### config.mk
export PLATFORM = sky130hd
export DESIGN_NAME = wide_add_sequencer
export DESIGN_NICKNAME = d
export VERILOG_FILES = /design/src/rtl/wide_add_pkg.sv /design/src/rtl/cla16_slice.sv /design/src/rtl/wide_add_sequencer.sv
export SDC_FILE = /design/constraint.sdc
export NUM_CORES = 1
export LEC_CHECK = 0
export ABC_CLOCK_PERIOD_IN_PS = 4500
export BUFFER_PORTS_ARGS = -buffer_cell sky130_fd_sc_hd__buf_2
export CAP_MARGIN = 25
export CORE_ASPECT_RATIO = 1.25
export CORE_MARGIN = 10
export CORE_UTILIZATION = 55
export CTS_CLUSTER_DIAMETER = 60
export CTS_CLUSTER_SIZE = 8
export DETAILED_ROUTE_END_ITERATION = 8
export GPL_TIMING_DRIVEN = 0
export MAX_ROUTING_LAYER = met4
export PLACE_DENSITY_LB_ADDON = 0.25
export SETUP_SLACK_MARGIN = 0.02
export SKIP_CTS_REPAIR_TIMING = 1
export SLEW_MARGIN = 20
export SYNTH_ARGS = -nofsm -noshare
export SYNTH_HDL_FRONTEND = slang
export SYNTH_SLANG_ARGS = --single-unit
### constraint.sdc
create_clock -name clk -period 4.5 [get_ports clk]
set_input_delay 0.9 -clock clk [delete_from_list [all_inputs] [get_ports clk]]
set_output_delay 0.9 -clock clk [all_outputs]
set_load 0.03 [all_outputs]
### src/rtl/wide_add_pkg.sv
// Shared constants, state encoding and sizing helper for the wide add/subtract sequencer.
package wide_add_pkg;

  localparam int WORD_W = 16;

  typedef enum logic [1:0] {
    IDLE = 2'd0,
    RUN  = 2'd1,
    DONE = 2'd2
  } state_t;

  // Word-index register width; never below 1 bit so the index stays a real vector.
  function automatic int idx_width(input int words);
    return (words > 1) ? $clog2(words) : 1;
  endfunction

endpackage

### src/rtl/cla16_slice.sv
// Purely combinational 16-bit two-level carry-lookahead adder (four 4-bit groups).
module cla16_slice (
  input  logic [15:0] a,
  input  logic [15:0] b,
  input  logic        cin,
  output logic [15:0] sum,
  output logic        cout
);

  logic [15:0] g_s;
  logic [15:0] p_s;
  logic [15:0] c_s;
  logic [3:0]  gg_s;
  logic [3:0]  pg_s;
  logic [4:0]  cg_s;

  assign g_s = a & b;
  assign p_s = a ^ b;

  // Group-level carries are expanded directly from group G/P and cin, not rippled.
  assign cg_s[0] = cin;
  assign cg_s[1] = gg_s[0] | (pg_s[0] & cin);
  assign cg_s[2] = gg_s[1] | (pg_s[1] & gg_s[0]) | (pg_s[1] & pg_s[0] & cin);
  assign cg_s[3] = gg_s[2] | (pg_s[2] & gg_s[1]) | (pg_s[2] & pg_s[1] & gg_s[0])
                 | (pg_s[2] & pg_s[1] & pg_s[0] & cin);
  assign cg_s[4] = gg_s[3] | (pg_s[3] & gg_s[2]) | (pg_s[3] & pg_s[2] & gg_s[1])
                 | (pg_s[3] & pg_s[2] & pg_s[1] & gg_s[0])
                 | (pg_s[3] & pg_s[2] & pg_s[1] & pg_s[0] & cin);

  for (genvar j = 0; j < 4; j++) begin : g_grp
    localparam int B = 4 * j;

    assign gg_s[j] = g_s[B+3] | (p_s[B+3] & g_s[B+2]) | (p_s[B+3] & p_s[B+2] & g_s[B+1])
                   | (p_s[B+3] & p_s[B+2] & p_s[B+1] & g_s[B]);
    assign pg_s[j] = &p_s[B+3:B];

    assign c_s[B]   = cg_s[j];
    assign c_s[B+1] = g_s[B] | (p_s[B] & cg_s[j]);
    assign c_s[B+2] = g_s[B+1] | (p_s[B+1] & g_s[B]) | (p_s[B+1] & p_s[B] & cg_s[j]);
    assign c_s[B+3] = g_s[B+2] | (p_s[B+2] & g_s[B+1]) | (p_s[B+2] & p_s[B+1] & g_s[B])
                    | (p_s[B+2] & p_s[B+1] & p_s[B] & cg_s[j]);
  end

  assign sum  = p_s ^ c_s;
  assign cout = cg_s[4];

endmodule

### src/rtl/wide_add_sequencer.sv
// WORDS*16-bit add/subtract computed one 16-bit word per cycle on a shared CLA slice.
// Optional sticky zero-result flag on out_zero when WIDE_ADD_ZERO_FLAG_EN is defined.
module wide_add_sequencer
  import wide_add_pkg::*;
#(
  parameter  int WORDS = 4,
  localparam int W     = WORD_W * WORDS
) (
  input  logic         clk,
  input  logic         rst_n,
  input  logic         in_valid,
  output logic         in_ready,
  input  logic [W-1:0] in_a,
  input  logic [W-1:0] in_b,
  input  logic         in_cin,
  input  logic         in_sub,
  output logic         out_valid,
  input  logic         out_ready,
  output logic [W-1:0] out_sum,
  output logic         out_cout,
  output logic         out_ovf
`ifdef WIDE_ADD_ZERO_FLAG_EN
  ,
  output logic         out_zero
`endif
);

  localparam int             IW       = idx_width(WORDS);
  localparam logic [IW-1:0]  LAST_IDX = IW'(WORDS - 1);

  state_t              state_r;
  state_t              state_nxt_s;
  logic [IW-1:0]       idx_r;
  logic                carry_r;
  logic [W-1:0]        a_r;
  logic [W-1:0]        b_r;
  logic [W-1:0]        sum_r;
  logic                cout_r;
  logic                ovf_r;
  logic [WORD_W-1:0]   slice_a_s;
  logic [WORD_W-1:0]   slice_b_s;
  logic [WORD_W-1:0]   slice_sum_s;
  logic                slice_cout_s;
  logic                accept_s;
  logic                last_s;

  assign accept_s  = (state_r == IDLE) && in_valid;
  assign last_s    = (idx_r == LAST_IDX);
  assign slice_a_s = a_r[int'(idx_r) * WORD_W +: WORD_W];
  assign slice_b_s = b_r[int'(idx_r) * WORD_W +: WORD_W];

  cla16_slice u_slice (
    .a    (slice_a_s),
    .b    (slice_b_s),
    .cin  (carry_r),
    .sum  (slice_sum_s),
    .cout (slice_cout_s)
  );

  // State register.
  always_ff @(posedge clk or negedge rst_n) begin
    if (!rst_n) begin
      state_r <= IDLE;
    end else begin
      state_r <= state_nxt_s;
    end
  end

  // Next-state decode.
  always_comb begin
    state_nxt_s = state_r;
    case (state_r)
      IDLE:    if (in_valid)  state_nxt_s = RUN;  else state_nxt_s = IDLE;
      RUN:     if (last_s)    state_nxt_s = DONE; else state_nxt_s = RUN;
      DONE:    if (out_ready) state_nxt_s = IDLE; else state_nxt_s = DONE;
      default: state_nxt_s = IDLE;
    endcase
  end

  // Operand capture, per-word accumulation and final flag registration.
  always_ff @(posedge clk or negedge rst_n) begin
    if (!rst_n) begin
      idx_r   <= '0;
      carry_r <= 1'b0;
      a_r     <= '0;
      b_r     <= '0;
      sum_r   <= '0;
      cout_r  <= 1'b0;
      ovf_r   <= 1'b0;
    end else begin
      case (state_r)
        IDLE: begin
          if (accept_s) begin
            a_r     <= in_a;
            b_r     <= in_sub ? ~in_b : in_b;
            carry_r <= in_sub ? 1'b1 : in_cin;
            idx_r   <= '0;
          end
        end
        RUN: begin
          sum_r[int'(idx_r) * WORD_W +: WORD_W] <= slice_sum_s;
          carry_r <= slice_cout_s;
          if (last_s) begin
            cout_r <= slice_cout_s;
            ovf_r  <= (a_r[W-1] == b_r[W-1]) && (slice_sum_s[WORD_W-1] != a_r[W-1]);
          end else begin
            idx_r <= idx_r + IW'(1);
          end
        end
        default: begin
        end
      endcase
    end
  end

`ifdef WIDE_ADD_ZERO_FLAG_EN
  logic zero_acc_r;
  logic zero_r;

  // Sticky all-zero tracking; the last word folds in directly so out_zero lands with out_cout.
  always_ff @(posedge clk or negedge rst_n) begin
    if (!rst_n) begin
      zero_acc_r <= 1'b0;
      zero_r     <= 1'b0;
    end else if (accept_s) begin
      zero_acc_r <= 1'b1;
    end else if (state_r == RUN) begin
      zero_acc_r <= zero_acc_r & (slice_sum_s == 16'h0000);
      if (last_s) begin
        zero_r <= zero_acc_r & (slice_sum_s == 16'h0000);
      end
    end
  end

  assign out_zero = zero_r;
`endif

  assign in_ready  = (state_r == IDLE);
  assign out_valid = (state_r == DONE);
  assign out_sum   = sum_r;
  assign out_cout  = cout_r;
  assign out_ovf   = ovf_r;

endmodule

==> results.yml, run 1 <==
status:
  outcome: "finished clean"
global_route:
  track_usage: 0.242
  grt_first_pass_wirelength_um: 41600
  grt_max_degree: 102
  gr-total-overflow: 0
  antenna_found_initial: 0
  first_global_vias: 7898
critical_path:
  crit_fanout: 10
  crit_type: "flip-flop to flip-flop"
  arrival_ns: 4.47
  cp.required_ns: 4.80
  end_kind: "flip-flop"
  start_kind: "flip-flop"
placement:
  dpl.hpwl_um: 20300
  placed_area_um2: 10700
  routabilityCongestion: 0.929
  portBuffers: 200
  place_ws_ns: -0.255
timing:
  setup_ws_ns: 0.335
  max_slew.worst_pin.slew_ns: 0.801
  fmax_mhz: 240
  rsz0062_at_grt: "false"
  max_slew_margin: 0.466
  period_share: 0.926
  fin_skew_ns: 0.0113
  hold_viol_final: 0
  worst_hold_slack_ns: 0.320
  finalSetupViolations: 0
  slew_viol_final: 0
  fin_crit_ns: 4.17
  finalSetupTns_ns: 0
logic_synthesis:
  synth_edf_count: 0
  synth_top_flop_cell: "dfrtp_1"
  ys.warnings.count: 0
  yosysSeqAreaShare: 0.533
  syn-cell-area_um2: 9340
  synth-seq-cells: 199
  synth_fp_nets: 1053
  synthArstFlopShare: 1.00
  avgSynthCellArea_um2: 10.5
  yosysUniqueCellTypes: 44
  synthCells: 893
die:
  die-width_um: 137
  dieArea_um2: 22600
  die_h_um: 166
  core-area_um2: 16800
  num_rows: 53
  num_io_pins: 202
  initial_core_util: 0.557
drt:
  wl_per_cell_um: 19.6
  ant_nets: 0
  drcViolationCount: 0
  drt-initial-drc-count: 615
  wirelength_um: 26300
  via_per_inst: 5.48
  drt_first_pass_iters: 5
  vias: 7378
clock_network:
  h-tree-depth: 4
  cts_made_buffers: 17
  clock_path_buffers: 2
  cts.sinks: 199
  path_clk_slew_ns: 0.07
  cts_tree: "built"
  clockRootBuffer: "clkbuf_16"
  clk_latency_ns: 0.44
finish:
  utilization: 0.673
  stdcell_area_um2: 11300
  nNetsFinal: 1274
  antennaDiodeCount: 0
  drive_gt1_frac: 0.250
  area_growth_pct: 20.8
  final_common_cell: "nand2_1"
  mostFrequentLayoutCells: "294 x nand2_1, 202 x buf_2, 199 x dfrtp_1, 96 x o21ai_0, 68 x xnor2_1"
power_and_ir_drop:
  p_per_area_nw_per_um2: 848
  ir_drop_uv: 374
  leakage_uw: 0.00565
  swShare: 0.454
  seqPwrFrac: 0.310
  pwr-share-comb: 0.531
  p_int_uw: 5220
  p_clk_frac: 0.160
  switchingPower_uw: 4350
worst_hold_path:
  min_path_type: "primary input to asynchronous set/reset pin"
flow_run:
  max_cap_viol_count: 0
critical path: stages, from the launching register on:
cell	delay (ns)
dfrtp_1	0.40
clkbuf_2	0.30
clkbuf_4	0.35
mux4_2	0.59
ha_1	0.37
a21oi_1	0.23
o21ai_2	0.14
a21oi_1	0.29
o21ai_1	0.16
a21o_1	0.20
a21o_1	0.18
fa_1	0.42
xnor2_2	0.26
o21ai_0	0.14
power by group through the flow:
stage | logic (µW) | clock network (µW) | registers (µW)
2_1_floorplan | 3180 | 0 | 3160
3_3_place_gp | 4890 | 0 | 2950
3_5_place_dp | 5000 | 0 | 2980
4_1_cts | 5040 | 1540 | 2960
5_1_grt | 5580 | 1600 | 3050
6_report | 5080 | 1530 | 2960
sequential cells by signal, indices dropped and copies added (netlist names):
signal    count
a_r          64
b_r          64
carry_r       1
idx_r         2
out_cout      1
out_ovf       1
out_sum      64
state_r       2
Yosys cell counts, types with 6 or more instances:
| cell | instances | share of area |
|---|---|---|
| o21ai_0 | 96 | 0.051 |
| nand2_1 | 294 | 0.12 |
| xnor2_1 | 69 | 0.065 |
| inv_1 | 8 | 0.0032 |
| nor2_1 | 11 | 0.0044 |
| a211oi_1 | 6 | 0.0048 |
| a21oi_1 | 9 | 0.0048 |
| clkbuf_1 | 41 | 0.016 |
| dfrtp_1 | 199 | 0.53 |
| nand2b_1 | 6 | 0.0040 |
| ha_1 | 22 | 0.029 |
| mux4_2 | 32 | 0.077 |
| a22o_1 | 40 | 0.037 |
through the flow:
stage | power, µW | std cells
final | 9570 | 1346
after global routing | 10200 | 1346
after CTS | 9530 | 1346
after detailed placement | 7980 | 1315
after global placement | 7840 | 1313
after floorplan | 6340 | 893
metal layers:
layer  up-vias  track usage  share of wire
met4         0        0.115          0.039
met3        64       0.0457          0.057
met1      3599        0.297           0.42
met2       238        0.378           0.49
li1       3477            -              -
met5         -            -              0
layout make-up:
cell class | instances | area (µm²)
Fill cell | 1342 | 5490
Sequential cell | 199 | 4980
Multi-Input combinational cell | 634 | 4140
Timing Repair Buffer | 202 | 1070
Clock buffer | 21 | 460
Tap cell | 220 | 275
Buffer | 52 | 214
Clock inverter | 10 | 119
Inverter | 8 | 30.0
cells by family after synthesis:
family          Yosys count  share of synthesized area
xor+xnor                 73                     0.0684
compound gates          169                      0.114
simple gates            333                      0.144
mux                      33                     0.0782
flops                   199                      0.533
fa+ha+maj                26                     0.0380
buf+inv                  60                     0.0252
path summary, 6_finish.rpt:
path	to	startpoint	slack, ns	depth (start not counted)
setup / recovery	out_sum[45]	idx_r[0]	0.33	13
min in group clk	a_r[47]	a_r[47]	0.47	2
hold / removal	a_r[8]	rst_n	0.32	1
hold reg to reg	a_r[47]	a_r[47]	0.47	2
setup reg to reg	out_sum[45]	idx_r[0]	0.33	13
max in group asynchronous	b_r[15]	rst_n	3.11	3
Power figures use the tool's default switching activity.
==> run 2, diff against run 1 <==
--- a/config.mk
+++ b/config.mk
@@ -8,9 +8,11 @@
 export ABC_CLOCK_PERIOD_IN_PS = 4500
 export BUFFER_PORTS_ARGS = -buffer_cell sky130_fd_sc_hd__buf_2
 export CAP_MARGIN = 25
+export CELL_PAD_IN_SITES_DETAIL_PLACEMENT = 0
+export CELL_PAD_IN_SITES_GLOBAL_PLACEMENT = 1
 export CORE_ASPECT_RATIO = 1.25
 export CORE_MARGIN = 10
-export CORE_UTILIZATION = 55
+export CORE_UTILIZATION = 42
 export CTS_CLUSTER_DIAMETER = 60
 export CTS_CLUSTER_SIZE = 8
 export DETAILED_ROUTE_END_ITERATION = 8
==> run 2 against run 1 <==
- clock-buffer cell count is 2 lower
- sequential cell count stayed put
- critical endpoint is now out_sum[61]
- fmax is 0.92% lower
- global-route usage is 4.5 points lower
- sequential share of layout area is 0.23 points lower
- die area is 27% higher
- total power is 0.23% lower
- highest routed layer unchanged
- wire length is 5.8% higher
==> results.yml, run 2 (synthesis results as in run 1) <==
status:
  outcome: "finished clean"
placement:
  portBuffers: 200
  dpl.hpwl_um: 22000
  routabilityCongestion: 0.858
  place_ws_ns: -0.276
  placed_area_um2: 10800
critical_path:
  cp.depth: 13
  crit_type: "flip-flop to flip-flop"
  crit_start: "idx_r[0]"
  reg2reg_slack_ns: 0.30
  arrival_ns: 4.50
  max_stage_delay_ns: 0.61
  reg2regPathDepth: 13
  cpMaxStageDelayCell: "mux4_2"
  crit_family: "compound AO/OA/AOI/OAI gates"
  rr_endpoint: "out_sum[61]"
  r2r-start: "idx_r[0]"
  path_cells: "clkbuf_2 > clkbuf_4 > mux4_2 > ha_1 > a21oi_1 > o21ai_2 > a21oi_1 > o21ai_1 > a21o_1 > a21o_1 > fa_1 > xnor2_2 > o21ai_0"
  critPathCapture: "out_sum[61]"
  crit_fanout: 10
  cp.required_ns: 4.79
  start_kind: "flip-flop"
  critPathBufInv: 2
  end_kind: "flip-flop"
clock_network:
  clock_path_buffers: 2
  clk_latency_ns: 0.44
  clockRootBuffer: "clkbuf_16"
  cts.sinks: 199
  cts_made_buffers: 17
  h-tree-depth: 4
  cts_tree: "built"
  path_clk_slew_ns: 0.07
timing:
  slew_viol_final: 0
  fin_skew_ns: 0.0158
  rsz0062_at_grt: "false"
  fmax_mhz: 238
  fin_crit_ns: 4.20
  finalSetupViolations: 0
  max_slew.worst_pin.slew_ns: 0.825
  period_share: 0.934
  setup_ws_ns: 0.296
  max_slew_margin: 0.450
  finalSetupTns_ns: 0
  hold_viol_final: 0
global_route:
  first_global_vias: 7630
  grt_max_degree: 95
  grt_first_pass_wirelength_um: 43300
  gr-total-overflow: 0
  track_usage: 0.197
  antenna_found_initial: 0
power_and_ir_drop:
  p_per_area_nw_per_um2: 842
  leakage_uw: 0.00565
  ir_drop_uv: 427
finish:
  utilization: 0.523
  antennaDiodeCount: 0
  num-fill-cells: 2043
  nNetsFinal: 1274
  drive_gt1_frac: 0.253
  stdcell_area_um2: 11300
  final_common_cell: "nand2_1"
  mostFrequentLayoutCells: "294 x nand2_1, 202 x buf_2, 199 x dfrtp_1, 96 x o21ai_0, 68 x xnor2_1"
  area_growth_pct: 21.4
drt:
  drcViolationCount: 0
  wirelength_um: 27900
  drt_first_pass_iters: 5
  ant_nets: 0
  via_per_inst: 5.09
  wl_per_cell_um: 19.8
  vias: 7151
  drt-initial-drc-count: 380
die:
  num_rows: 60
  core-area_um2: 21700
  die_h_um: 187
  die-width_um: 153
  initial_core_util: 0.431
  num_io_pins: 202
  dieArea_um2: 28600
worst_hold_path:
  min_path_type: "primary input to asynchronous set/reset pin"
flow_run:
  max_cap_viol_count: 0
run 2: worst min-delay path by stage:
stage,startpoint,end,slack [ns],depth (start not counted)
2_1_floorplan,a_r[32],a_r[32],0.44,2
3_3_place_gp,a_r[1],a_r[1],0.45,2
3_5_place_dp,a_r[37],a_r[37],0.46,2
4_1_cts,rst_n,a_r[7],0.38,1
5_1_grt,rst_n,a_r[7],0.39,1
6_report,rst_n,a_r[7],0.38,1
run 2: power breakdown:
| part | switching (µW) | internal [µW] | total (µW) |
|---|---|---|---|
| logic | 3270 | 1840 | 5110 |
| registers | 434 | 2530 | 2960 |
| clock network | 722 | 756 | 1480 |
run 2: final cells by class:
cell class / instances / area, µm² / area share
buffer: 52 / 214 / 0.0189
clock buffer: 19 / 453 / 0.0399
clock inverter: 13 / 111 / 0.00982
inverter: 8 / 30.0 / 0.00265
multi-input combinational: 634 / 4140 / 0.365
sequential: 199 / 4980 / 0.439
tap: 279 / 349 / 0.0308
timing repair buffer: 202 / 1070 / 0.0940
run 2: per-stage QoR:
stage	hold WS (ns)	cells	power, µW
5_1_grt	0.391	1406	10200
3_5_place_dp	0.458	1374	8070
3_3_place_gp	0.453	1372	7970
2_1_floorplan	0.440	893	6340
6_report	0.377	1406	9550
4_1_cts	0.381	1406	9560
run 2: routing by layer:
metal	part of all wire	track usage	vias up
met2	0.49	0.320	170
li1	-	-	3472
met3	0.037	0.0313	23
met1	0.45	0.247	3486
met5	0	-	-
met4	0.022	0.0640	0
==> run 3, diff against run 2 <==
--- a/config.mk
+++ b/config.mk
@@ -5,14 +5,14 @@
 export SDC_FILE = /design/constraint.sdc
 export NUM_CORES = 1
 export LEC_CHECK = 0
-export ABC_CLOCK_PERIOD_IN_PS = 4500
+export ABC_CLOCK_PERIOD_IN_PS = 4920
 export BUFFER_PORTS_ARGS = -buffer_cell sky130_fd_sc_hd__buf_2
 export CAP_MARGIN = 25
 export CELL_PAD_IN_SITES_DETAIL_PLACEMENT = 0
 export CELL_PAD_IN_SITES_GLOBAL_PLACEMENT = 1
 export CORE_ASPECT_RATIO = 1.25
 export CORE_MARGIN = 10
-export CORE_UTILIZATION = 42
+export CORE_UTILIZATION = 46
 export CTS_CLUSTER_DIAMETER = 60
 export CTS_CLUSTER_SIZE = 8
 export DETAILED_ROUTE_END_ITERATION = 8
==> constraint.sdc (replaced) <==
create_clock -name clk -period 4.92 [get_ports clk]
set_input_delay 0.984 -clock clk [delete_from_list [all_inputs] [get_ports clk]]
set_output_delay 0.984 -clock clk [all_outputs]
set_load 0.03 [all_outputs]
==> run 3 against run 2 <==
- wire length is 1.3% lower
- sequential power is 7.8% lower
- highest routed layer unchanged
- sequential share of layout area is 0.13 points higher
- design area is 0.30% lower
- setup slack better by 0.054 ns
- critical path depth stayed put
- clock power is 8% lower
- die area is 7.7% lower
==> results.yml, run 3 (synthesis results as in run 1) <==
finish:
  drive_gt1_frac: 0.248
  nNetsFinal: 1274
  stdcell_area_um2: 11300
  area_growth_pct: 21.1
  final_common_cell: "nand2_1"
  mostFrequentLayoutCells: "294 x nand2_1, 204 x buf_2, 199 x dfrtp_1, 96 x o21ai_0, 69 x xnor2_1"
  antennaDiodeCount: 0
timing:
  max_slew.worst_pin.slew_ns: 0.792
  rsz0062_at_grt: "false"
  fin_crit_ns: 4.57
  fin_skew_ns: 0.0120
  hold_viol_final: 0
  period_share: 0.929
  max_slew_margin: 0.472
  slew_viol_final: 0
  fmax_mhz: 219
  finalSetupViolations: 0
  worst_hold_slack_ns: 0.447
  finalSetupTns_ns: 0
worst_hold_path:
  min_path_type: "primary input to asynchronous set/reset pin"
placement:
  dpl.hpwl_um: 21600
  portBuffers: 200
  routabilityCongestion: 0.884
  placed_area_um2: 10700
status:
  outcome: "finished clean"
drt:
  vias: 7227
  wl_per_cell_um: 19.7
  drt-initial-drc-count: 353
  ant_nets: 0
  via_per_inst: 5.18
  wirelength_um: 27500
  drt_first_pass_iters: 5
  drcViolationCount: 0
die:
  num_rows: 58
  dieArea_um2: 26400
  die_h_um: 179
  initial_core_util: 0.466
  num_io_pins: 202
  die-width_um: 147
  core-area_um2: 20000
critical_path:
  arrival_ns: 4.87
  reg2regPathDepth: 13
  cp.required_ns: 5.22
  critPathCapture: "out_sum[45]"
  r2r-start: "idx_r[1]"
  crit_start: "idx_r[1]"
  rr_endpoint: "out_sum[45]"
  crit_type: "flip-flop to flip-flop"
  crit_fanout: 10
  start_kind: "flip-flop"
  end_kind: "flip-flop"
  reg2reg_slack_ns: 0.35
global_route:
  grt_max_degree: 89
  grt_first_pass_wirelength_um: 43100
  first_global_vias: 7681
  track_usage: 0.217
  antenna_found_initial: 0
  gr-total-overflow: 0
power_and_ir_drop:
  ir_drop_uv: 360
  finalPower_uw: 8690
  leakage_uw: 0.00562
  p_per_area_nw_per_um2: 768
clock_network:
  clk_latency_ns: 0.44
  cts.sinks: 199
  cts_made_buffers: 17
  cts_tree: "built"
  clockRootBuffer: "clkbuf_16"
  h-tree-depth: 4
  clock_path_buffers: 2
  path_clk_slew_ns: 0.08
flow_run:
  max_cap_viol_count: 0
run 3: cell count changes in the layout (fill, tap and decap cells not counted):
cell and change:
a211oi_1 +1, a211oi_2 -1, buf_2 +2, bufinv_16 +1
clkbuf_1 +3, clkbuf_2 -2, clkbuf_4 -2, clkbuf_8 -1
clkinv_4 -5, clkinvlp_4 +4, inv_6 -1, xnor2_1 +1
xnor2_2 -1
run 3: metal layers:
metal | vias up | GRT usage | wire length, µm
li1 | 3475 | - | -
met4 | 0 | 0.0488 | 252
met5 | - | - | 0
met1 | 3531 | 0.261 | 11700
met2 | 203 | 0.371 | 14300
met3 | 18 | 0.0455 | 1270
run 3: metrics by stage:
step	std cells	setup slack, ns	util
2_1_floorplan	893	1.06	-
3_3_place_gp	1363	-0.477	0.533
3_5_place_dp	1365	0.132	0.537
4_1_cts	1396	0.118	0.565
5_1_grt	1396	0.0268	0.565
6_report	1396	0.351	0.565
run 3: area by class of cell:
class | instances | area (µm²)
buffer | 52 | 206
clock buffer | 19 | 443
clock inverter | 12 | 119
fill | 1864 | 8720
inverter | 8 | 30.0
multi-input combinational | 634 | 4130
sequential | 199 | 4980
tap | 270 | 338
timing repair buffer | 202 | 1070
run 3: power breakdown:
group | leakage [µW] | switching (µW) | internal, µW
combinational | 0.00280 | 2950 | 1650
clock | 0.000266 | 641 | 719
sequential | 0.00255 | 415 | 2310
run 3: worst min path at each step:
stage          endpoint  cells after the start
2_1_floorplan   a_r[32]                      2
3_3_place_gp     a_r[0]                      2
3_5_place_dp    a_r[35]                      2
4_1_cts         a_r[11]                      1
5_1_grt         a_r[55]                      1
6_report         a_r[9]                      1
run 3: critical path: stages (launching register included):
cell and delay [ns]:
dfrtp_1 0.41, clkbuf_1 0.33, clkbuf_1 0.60, mux4_2 0.46
ha_1 0.27, a211oi_1 0.41, o21ai_2 0.15, a21oi_1 0.29
o21ai_1 0.16, a21o_1 0.21, a21o_1 0.18, fa_1 0.37
xnor2_1 0.42, o21ai_0 0.17
